`config.mk`:
```
export PLATFORM = sky130hd
export DESIGN_NAME = fetch_queue
export DESIGN_NICKNAME = d
export VERILOG_FILES = /design/src/rtl/fetch_queue.sv
export SDC_FILE = /design/constraint.sdc
export NUM_CORES = 1
export LEC_CHECK = 0
export BUFFER_PORTS_ARGS = -buffer_cell sky130_fd_sc_hd__buf_2
export CAP_MARGIN = 0
export CORE_MARGIN = 3
export CORE_UTILIZATION = 32
export CTS_BUF_LIST = sky130_fd_sc_hd__clkbuf_4
export DETAILED_ROUTE_END_ITERATION = 6
export PLACE_DENSITY_LB_ADDON = 0.15
export SYNTH_ARGS = -nofsm -noshare
export SYNTH_HDL_FRONTEND = slang
export SYNTH_SLANG_ARGS = --single-unit
```
`constraint.sdc`:
```
create_clock -name clk -period 4.75 [get_ports clk]
set_input_delay 0.95 -clock clk [delete_from_list [all_inputs] [get_ports clk]]
set_output_delay 0.95 -clock clk [all_outputs]
set_load 0.02 [all_outputs]
```
`src/rtl/fetch_queue.sv`:
```
// Instruction prefetch queue: in-order fetch requests, response queue, redirect flush with stale-response drop.
// Optional FETCHQ_STATS_EN adds a saturating redirect counter output RedirectCnt_IF.
module fetch_queue #(
  parameter int          DATA_W   = 32,
  parameter int          DEPTH    = 4,
  parameter logic [31:0] RESET_PC = 32'h0
) (
  input  logic              clk,
  input  logic              rst_n,
  input  logic              Stall_ID,
  input  logic              Jump_IDM1,
  input  logic [25:0]       JumpTgt_IDM1,
  input  logic              BranchTaken_EXM1,
  input  logic [31:0]       RedirectPc_EXM1,
  output logic              ImemReq,
  output logic [31:0]       ImemAddr,
  input  logic              ImemGnt,
  input  logic              ImemRspVal,
  input  logic [DATA_W-1:0] ImemRspData,
  output logic              InstrVal_IF,
  output logic [31:0]       Pc_IF,
  output logic [DATA_W-1:0] FetchData_IF
`ifdef FETCHQ_STATS_EN
  ,
  output logic [15:0]       RedirectCnt_IF
`endif
);

  localparam int PTR_W = $clog2(DEPTH);
  localparam int CNT_W = $clog2(DEPTH + 1);
  localparam logic [CNT_W:0] DEPTH_L = (CNT_W + 1)'(DEPTH);

  logic [31:0]       r_fpc;
  logic [31:0]       r_rsp_pc;
  logic [PTR_W-1:0]  r_wptr;
  logic [PTR_W-1:0]  r_rptr;
  logic [CNT_W-1:0]  r_occ;
  logic [CNT_W-1:0]  r_outst;
  logic [CNT_W-1:0]  r_drop;
  logic [31:0]       r_pc_q   [DEPTH];
  logic [DATA_W-1:0] r_data_q [DEPTH];

  logic              w_redirect;
  logic [31:0]       w_tgt;
  logic              w_room;
  logic              w_acc;
  logic              w_enq;
  logic              w_deq;
  logic              w_drop_rsp;
  logic [CNT_W-1:0]  w_outst_dec;

  assign w_redirect = BranchTaken_EXM1 | Jump_IDM1;
  assign w_tgt      = BranchTaken_EXM1 ? RedirectPc_EXM1
                                       : {r_fpc[31:28], JumpTgt_IDM1, 2'b00};
  // Stale responses still hold a slot until they return, so they count against room.
  assign w_room     = ({1'b0, r_occ} + {1'b0, r_outst}) < DEPTH_L;
  assign ImemReq    = rst_n & w_room & ~w_redirect;
  assign ImemAddr   = r_fpc;
  assign w_acc      = ImemReq & ImemGnt;

  assign InstrVal_IF  = (r_occ != '0);
  assign Pc_IF        = InstrVal_IF ? r_pc_q[r_rptr]   : '0;
  assign FetchData_IF = InstrVal_IF ? r_data_q[r_rptr] : '0;

  assign w_drop_rsp  = ImemRspVal & (r_drop != '0) & ~w_redirect;
  assign w_enq       = ImemRspVal & (r_drop == '0) & ~w_redirect;
  assign w_deq       = InstrVal_IF & ~Stall_ID & ~w_redirect;
  assign w_outst_dec = (ImemRspVal && r_outst != '0) ? r_outst - CNT_W'(1) : r_outst;

  always_ff @(posedge clk or negedge rst_n) begin
    if (!rst_n) begin
      r_fpc    <= RESET_PC;
      r_rsp_pc <= RESET_PC;
      r_wptr   <= '0;
      r_rptr   <= '0;
      r_occ    <= '0;
      r_outst  <= '0;
      r_drop   <= '0;
    end else if (w_redirect) begin
      // Every request still in flight after this edge belongs to the old path.
      r_fpc    <= w_tgt;
      r_rsp_pc <= w_tgt;
      r_rptr   <= r_wptr;
      r_occ    <= '0;
      r_outst  <= w_outst_dec;
      r_drop   <= w_outst_dec;
    end else begin
      if (w_acc) r_fpc <= r_fpc + 32'd4;
      if (w_enq) begin
        r_wptr   <= r_wptr + PTR_W'(1);
        r_rsp_pc <= r_rsp_pc + 32'd4;
      end
      if (w_deq) r_rptr <= r_rptr + PTR_W'(1);
      r_occ   <= r_occ + CNT_W'(w_enq) - CNT_W'(w_deq);
      r_outst <= w_outst_dec + CNT_W'(w_acc);
      if (w_drop_rsp) r_drop <= r_drop - CNT_W'(1);
    end
  end

  always_ff @(posedge clk) begin
    if (w_enq) begin
      r_pc_q[r_wptr]   <= r_rsp_pc;
      r_data_q[r_wptr] <= ImemRspData;
    end
  end

`ifdef FETCHQ_STATS_EN
  logic [15:0] r_redir_cnt;

  always_ff @(posedge clk or negedge rst_n) begin
    if (!rst_n) begin
      r_redir_cnt <= '0;
    end else if (w_redirect && r_redir_cnt != 16'hFFFF) begin
      r_redir_cnt <= r_redir_cnt + 16'd1;
    end
  end

  assign RedirectCnt_IF = r_redir_cnt;
`endif

endmodule

```
== Yosys cells after proc, flatten, opt, wreduce, memory -nomap -nowiden ==
Memory sizes are Yosys's and may differ from the RTL's.
Cells that the tools add are included.

* Bitwise gates (word level): 12
* Eq/ne operators: 0
* Reductions and logical operators: 10
* Add/sub/neg operators: 10
* $mul: 0
* Order comparisons: 1
* Divide/modulo/power cells: 0
* Shifts and indexed selects: 0
* Mux-type cells: 16

{| class="wikitable"
|+ Operator list
! kind !! count
|-
| 2-to-1 mux 32 bit || 7
|-
| adder 32 x 3 -> 32 bit (second input constant) || 2
|-
| 2-to-1 mux 3 bit || 5
|-
| bitwise AND 1 bit || 9
|-
| nonzero test 3 bit || 3
|-
| nonzero test 2 bit || 4
|-
| adder 3 x 1 -> 3 bit || 2
|-
| subtractor 3 x 1 -> 3 bit (second input constant) || 2
|-
| adder 2 x 1 -> 2 bit (second input constant) || 2
|-
| adder 3 x 3 -> 4 bit || 1
|-
| < comparator 4 x 3 -> 1 bit (second input constant) || 1
|-
| 2-to-1 mux 2 bit || 2
|-
| zero test 3 bit || 1
|-
| subtractor 3 x 1 -> 3 bit || 1
|-
| 2-to-1 mux 1 bit || 2
|-
| inverter 1 bit || 2
|-
| AND reduction 2 bit || 1
|-
| logical AND 1 bit || 1
|-
| OR 1 bit || 1
|}

* Logic and storage cells: 58
* Output and inout port bits: 98
* Memories: 2
* Bits in registers: 77
* Memory bits (read-only): 0
* Latch bits: 0
* RAM bits: 256
* Input bits: 97

{| class="wikitable"
|+ Memory list
! memory !! depth !! bits a word !! rd ports !! clocked after Yosys merged registers in !! wr ports !! RTL line !! RTL
|-
| r_data_q || 4 || 32 || 1 || 0 || 1 || 41 || <nowiki>logic [DATA_W-1:0] r_data_q [DEPTH];</nowiki>
|-
| r_pc_q || 4 || 32 || 1 || 0 || 1 || 40 || <nowiki>logic [31:0] r_pc_q [DEPTH];</nowiki>
|}

== Depth between registers and ports, before layout ==
* Depth after elaboration: 7
* Depth in mapped cells: 14
* Mapped depth without buffers: 13

== Worst setup path after synthesis ==
OpenSTA, ideal clock, no wires.

* Path type: input to register
* Start: input BranchTaken_EXM1
* End: memory r_data_q[0][0] (enable)
* Library setup time: 429 ps
* Path slack: 945 ps
* Stages: 5
* Buffers on the path: 3
* Data required time: 4321 ps
* Arrival: 3376 ps
* Path through: buf_2 -> nor2_1 -> clkbuf_1 -> clkbuf_1 -> and3_1

* Cells in the longest elaborated chain, start to end: 5

{| class="wikitable"
|+ Ends and longest elaborated chain
! what !! RTL line !! RTL
|-
| from (decl) || 13 || <nowiki>input logic BranchTaken_EXM1,</nowiki>
|-
| OR 1 bit || 52 || <nowiki>assign w_redirect = BranchTaken_EXM1 | Jump_IDM1;</nowiki>
|-
| inverter 1 bit (no source line) || - ||
|-
| bitwise AND 1 bit || 66 || <nowiki>assign w_enq = ImemRspVal & (r_drop == '0) & ~w_redirect;</nowiki>
|-
| 2-to-1 mux 1 bit || 101 || <nowiki>if (w_enq) begin</nowiki>
|-
| 2-to-1 mux 1 bit (not written as such) || 103 || <nowiki>r_data_q[r_wptr] <= ImemRspData;</nowiki>
|-
| to (decl) || 41 ||
|}

Every way passes these cells.

== Final worst setup path ==
* Start: register r_rptr[0]
* End: output FetchData_IF[5]

* Cells in the longest elaborated chain, start to end: 2

{| class="wikitable"
|+ Ends and longest elaborated chain
! what !! RTL line !! RTL
|-
| from (decl) || 36 || <nowiki>logic [PTR_W-1:0] r_rptr;</nowiki>
|-
| from (signal assigned) || 83 || <nowiki>r_rptr <= r_wptr;</nowiki>
|-
| from (signal assigned) || 93 || <nowiki>if (w_deq) r_rptr <= r_rptr + PTR_W'(1);</nowiki>
|-
| memory (4 x 32 bit) || - ||
|-
| 2-to-1 mux 32 bit || 63 || <nowiki>assign FetchData_IF = InstrVal_IF ? r_data_q[r_rptr] : '0;</nowiki>
|-
| to (decl) || 22 || <nowiki>output logic [DATA_W-1:0] FetchData_IF</nowiki>
|}

Every way passes these cells.

==> reports/qor.yml <==
status: "finished clean"
dr.pass1.iters: 5
yosys.area.top_type_share_pct: 53.34
post_drt_wl_per_cell_um: 20.24
pwr-share-clk_pct: 36.7
clkTransAtPathRegs_ps: 60
grt.total_usage_pct: 16.13
placementRows: 77
fin_cells: 1884
viasPerCell: 5.004
fmax_mhz: 255.7
routabilityCongestion: 0.8165
hold_path.class: "in2async"
grt-ovfl-total: 0
tns_ps: 0
die_h_um: 218.2
synth.most_common_cell: "edfxtp_1"
cts_buffers: 92
endpoint_kind: "output port"
layout-drive-gt1-share_pct: 34.86
grt_max_degree: 47
min_period_over_period_pct: 82.34
clockBufferDepth: 3
reg2regPathDepth: 14
worst-setup-path-type: "reg2out"
yosysTopAreaCell: "edfxtp_1"
syn-num-nets: 1080
synth-edff-count: 256
startpoint: "r_rptr[0]$_DFFE_PN0P_"
port_buffers: 194
drt_iter0_markers: 526
avgSynthCellArea_sq_um: 14.92
post-route-min-period_ps: 3911
netlist_top_cells_count: "edfxtp_1 (256), dfrtp_1 (75), and2_1 (67), a21oi_1 (64), mux4_2 (64)"
initial_core_util_pct: 32.52
cts_root_buf: "clkbuf_4"
worst_ir_drop_vdd_uv: 157.8
dp_hpwl_um: 24780
utilization_pct: 39.31
htreeDepth: 3
worst_slew_pin_slew_ps: 1177
yosysUniqueCellTypes: 58
cts-resized-gates: 0
p_int_mw: 5.531
leakagePower_nw: 6.589
rr_endpoint: "r_occ[2]$_DFF_PN0_"
final_net_count: 1330
r2r-start: "r_drop[0]$_DFFE_PN0P_"
critPathSlowestCell: "dfrtp_4"
start_kind: "flip-flop"
p_switching_mw: 2.081
grt_pass1_wl_um: 58640
p_total_mw: 7.612
postCtsSetupRepairBufs: 0
drv_slew: 0
rsz0062_at_grt: "false"
drc: 0
antenna_found_initial: 1
setup_viol: 0
yosysSeqAreaShare_pct: 66.36
vias: 9428
fp.coreArea_sq_mm: 0.04432
cp_data_arrival_time_ps: 2960
cts.sinks: 331
power_density_mw_per_mm2: 437.0
clkLatencyLatePin_ps: 770
die_x_um: 218.2
max_cap_viol_count: 0
slew_headroom_pct: 21.23
synth_seq_cells: 331
dp_cells: 1714
cts.hold.buffers_added: 0
switching_share_pct: 27.34
postRouteAntennaNets: 0
ys.flop_type: "edfxtp_1"
pwr-share-comb_pct: 16.5
final_hold_viol_count: 0
wirelength_um: 38130
grt_pass1_vias: 9711
path_cells: "buf_4 -> mux4_2 -> and2_1 -> buf_2"
path_max_fanout: 33
pwr-share-seq_pct: 46.9
cts_tree: "yes"
max_stage_delay_ps: 900
reg2reg_setup_slack_ps: 2160
yosysWarnings: 0
postSynthCellCount: 966
fin_worst_skew_ps: 56.44
synthToLayoutAreaGrowth_pct: 20.87
io_pins: 195
synthTopCellsByArea: "edfxtp_1 (53%), dfrtp_1 (13%), mux4_2 (10%)"
synth_area_sq_mm: 0.01441
endpoint: "FetchData_IF[5]"
die_area_sq_mm: 0.04762
crit_required_ps: 3800
async_flop_share_pct: 22.66
-- final cells by class --
type	count	area (sq um)
antenna	1	2.502
clock buffer	145	1089
clock inverter	24	201.4
fill	4284	26900
inverter	18	67.56
multi-input combinational	562	4587
sequential	331	9569
tap	592	740.7
timing repair buffer	211	1164
-- how the worst min path moves through the flow --
| stage | from | endpoint | slack (ps) | depth (start not counted) |
|---|---|---|---|---|
| final | rst_n | r_rsp_pc[12]$_DFFE_PN0P_ | 140 | 1 |
| after global routing | rst_n | r_rsp_pc[22]$_DFFE_PN0P_ | 80 | 1 |
| after CTS | rst_n | r_rsp_pc[22]$_DFFE_PN0P_ | 60 | 1 |
| after detailed placement | r_wptr[1]$_DFFE_PN0P_ | r_rptr[1]$_DFFE_PN0P_ | 540 | 2 |
| after global placement | r_wptr[0]$_DFFE_PN0P_ | r_rptr[0]$_DFFE_PN0P_ | 540 | 2 |
| after floorplan | r_rsp_pc[6]$_DFFE_PN0P_ | r_pc_q[0][6]$_DFFE_PP_ | 470 | 0 |
-- logic make-up (layout without fill, tap and decap cells) --
kind of cell	Yosys count	after routing	synth area share, %
flip-flops	331	331	66.36
XOR/XNOR	17	17	1.033
AND/OR/NAND/NOR	266	266	10.30
AO/OA/AOI/OAI	197	197	8.681
other	0	1	0
adder cells (fa/ha/maj)	17	17	1.528
multiplexers	65	65	10.07
buffers and inverters	73	398	2.023
-- cells in the final DEF, fill, tap and decap left out, types with 17 or more instances in the layout --
master      n
edfxtp_1  256
buf_2     193
clkbuf_4  145
dfrtp_1    73
and2_1     67
a21oi_1    64
mux4_2     64
nand2_1    52
nor2_1     40
o21ai_0    39
nand3_1    32
a22oi_1    20
inv_1      17
-- layer usage --
metal	vias up	track usage, %	part of all wire, %
met2	369	24.11	45
met1	4676	22.76	46
met4	0	5.392	1.8
met3	49	4.449	7.1
met5	-	0	0
li1	4334	-	-
-- critical path: cells and delay by family, from the launching register on --
| kind | cells | cell delay (ps) |
|---|---|---|
| flip-flops | 1 | 900 |
| buffers and inverters | 2 | 570 |
| multiplexers | 1 | 550 |
| AND/OR/NAND/NOR | 1 | 170 |
-- sequential cells by signal, summed over array words and instances, names as in the netlist --
| signal | flops |
|---|---|
| ImemAddr | 31 |
| r_data_q | 128 |
| r_pc_q | 128 |
| r_outst | 3 |
| r_wptr | 2 |
| r_rsp_pc | 31 |
| r_occ | 3 |
| r_rptr | 2 |
| r_drop | 3 |
-- stage by stage --
stage / worst slack, ps / hold WS (ps) / area, sq um
after global routing: 580.2 / 82.16 / 17420
after CTS: 653.1 / 58.18 / 17420
final: 838.8 / 140.2 / 17420
after detailed placement: 1143 / 536.6 / 16130
after global placement: 1214 / 537.7 / 16130
after floorplan: 944.9 / 474.2 / 14410
-- power by group through the flow --
stage	registers [mW]	clock network, mW	logic [mW]
2_1_floorplan	3.49	0	0.964
3_3_place_gp	3.64	0	1.27
3_5_place_dp	3.64	0	1.28
4_1_cts	3.58	2.91	1.28
5_1_grt	3.61	3.08	1.39
6_report	3.57	2.79	1.25
(Power assumes the default switching activity.)
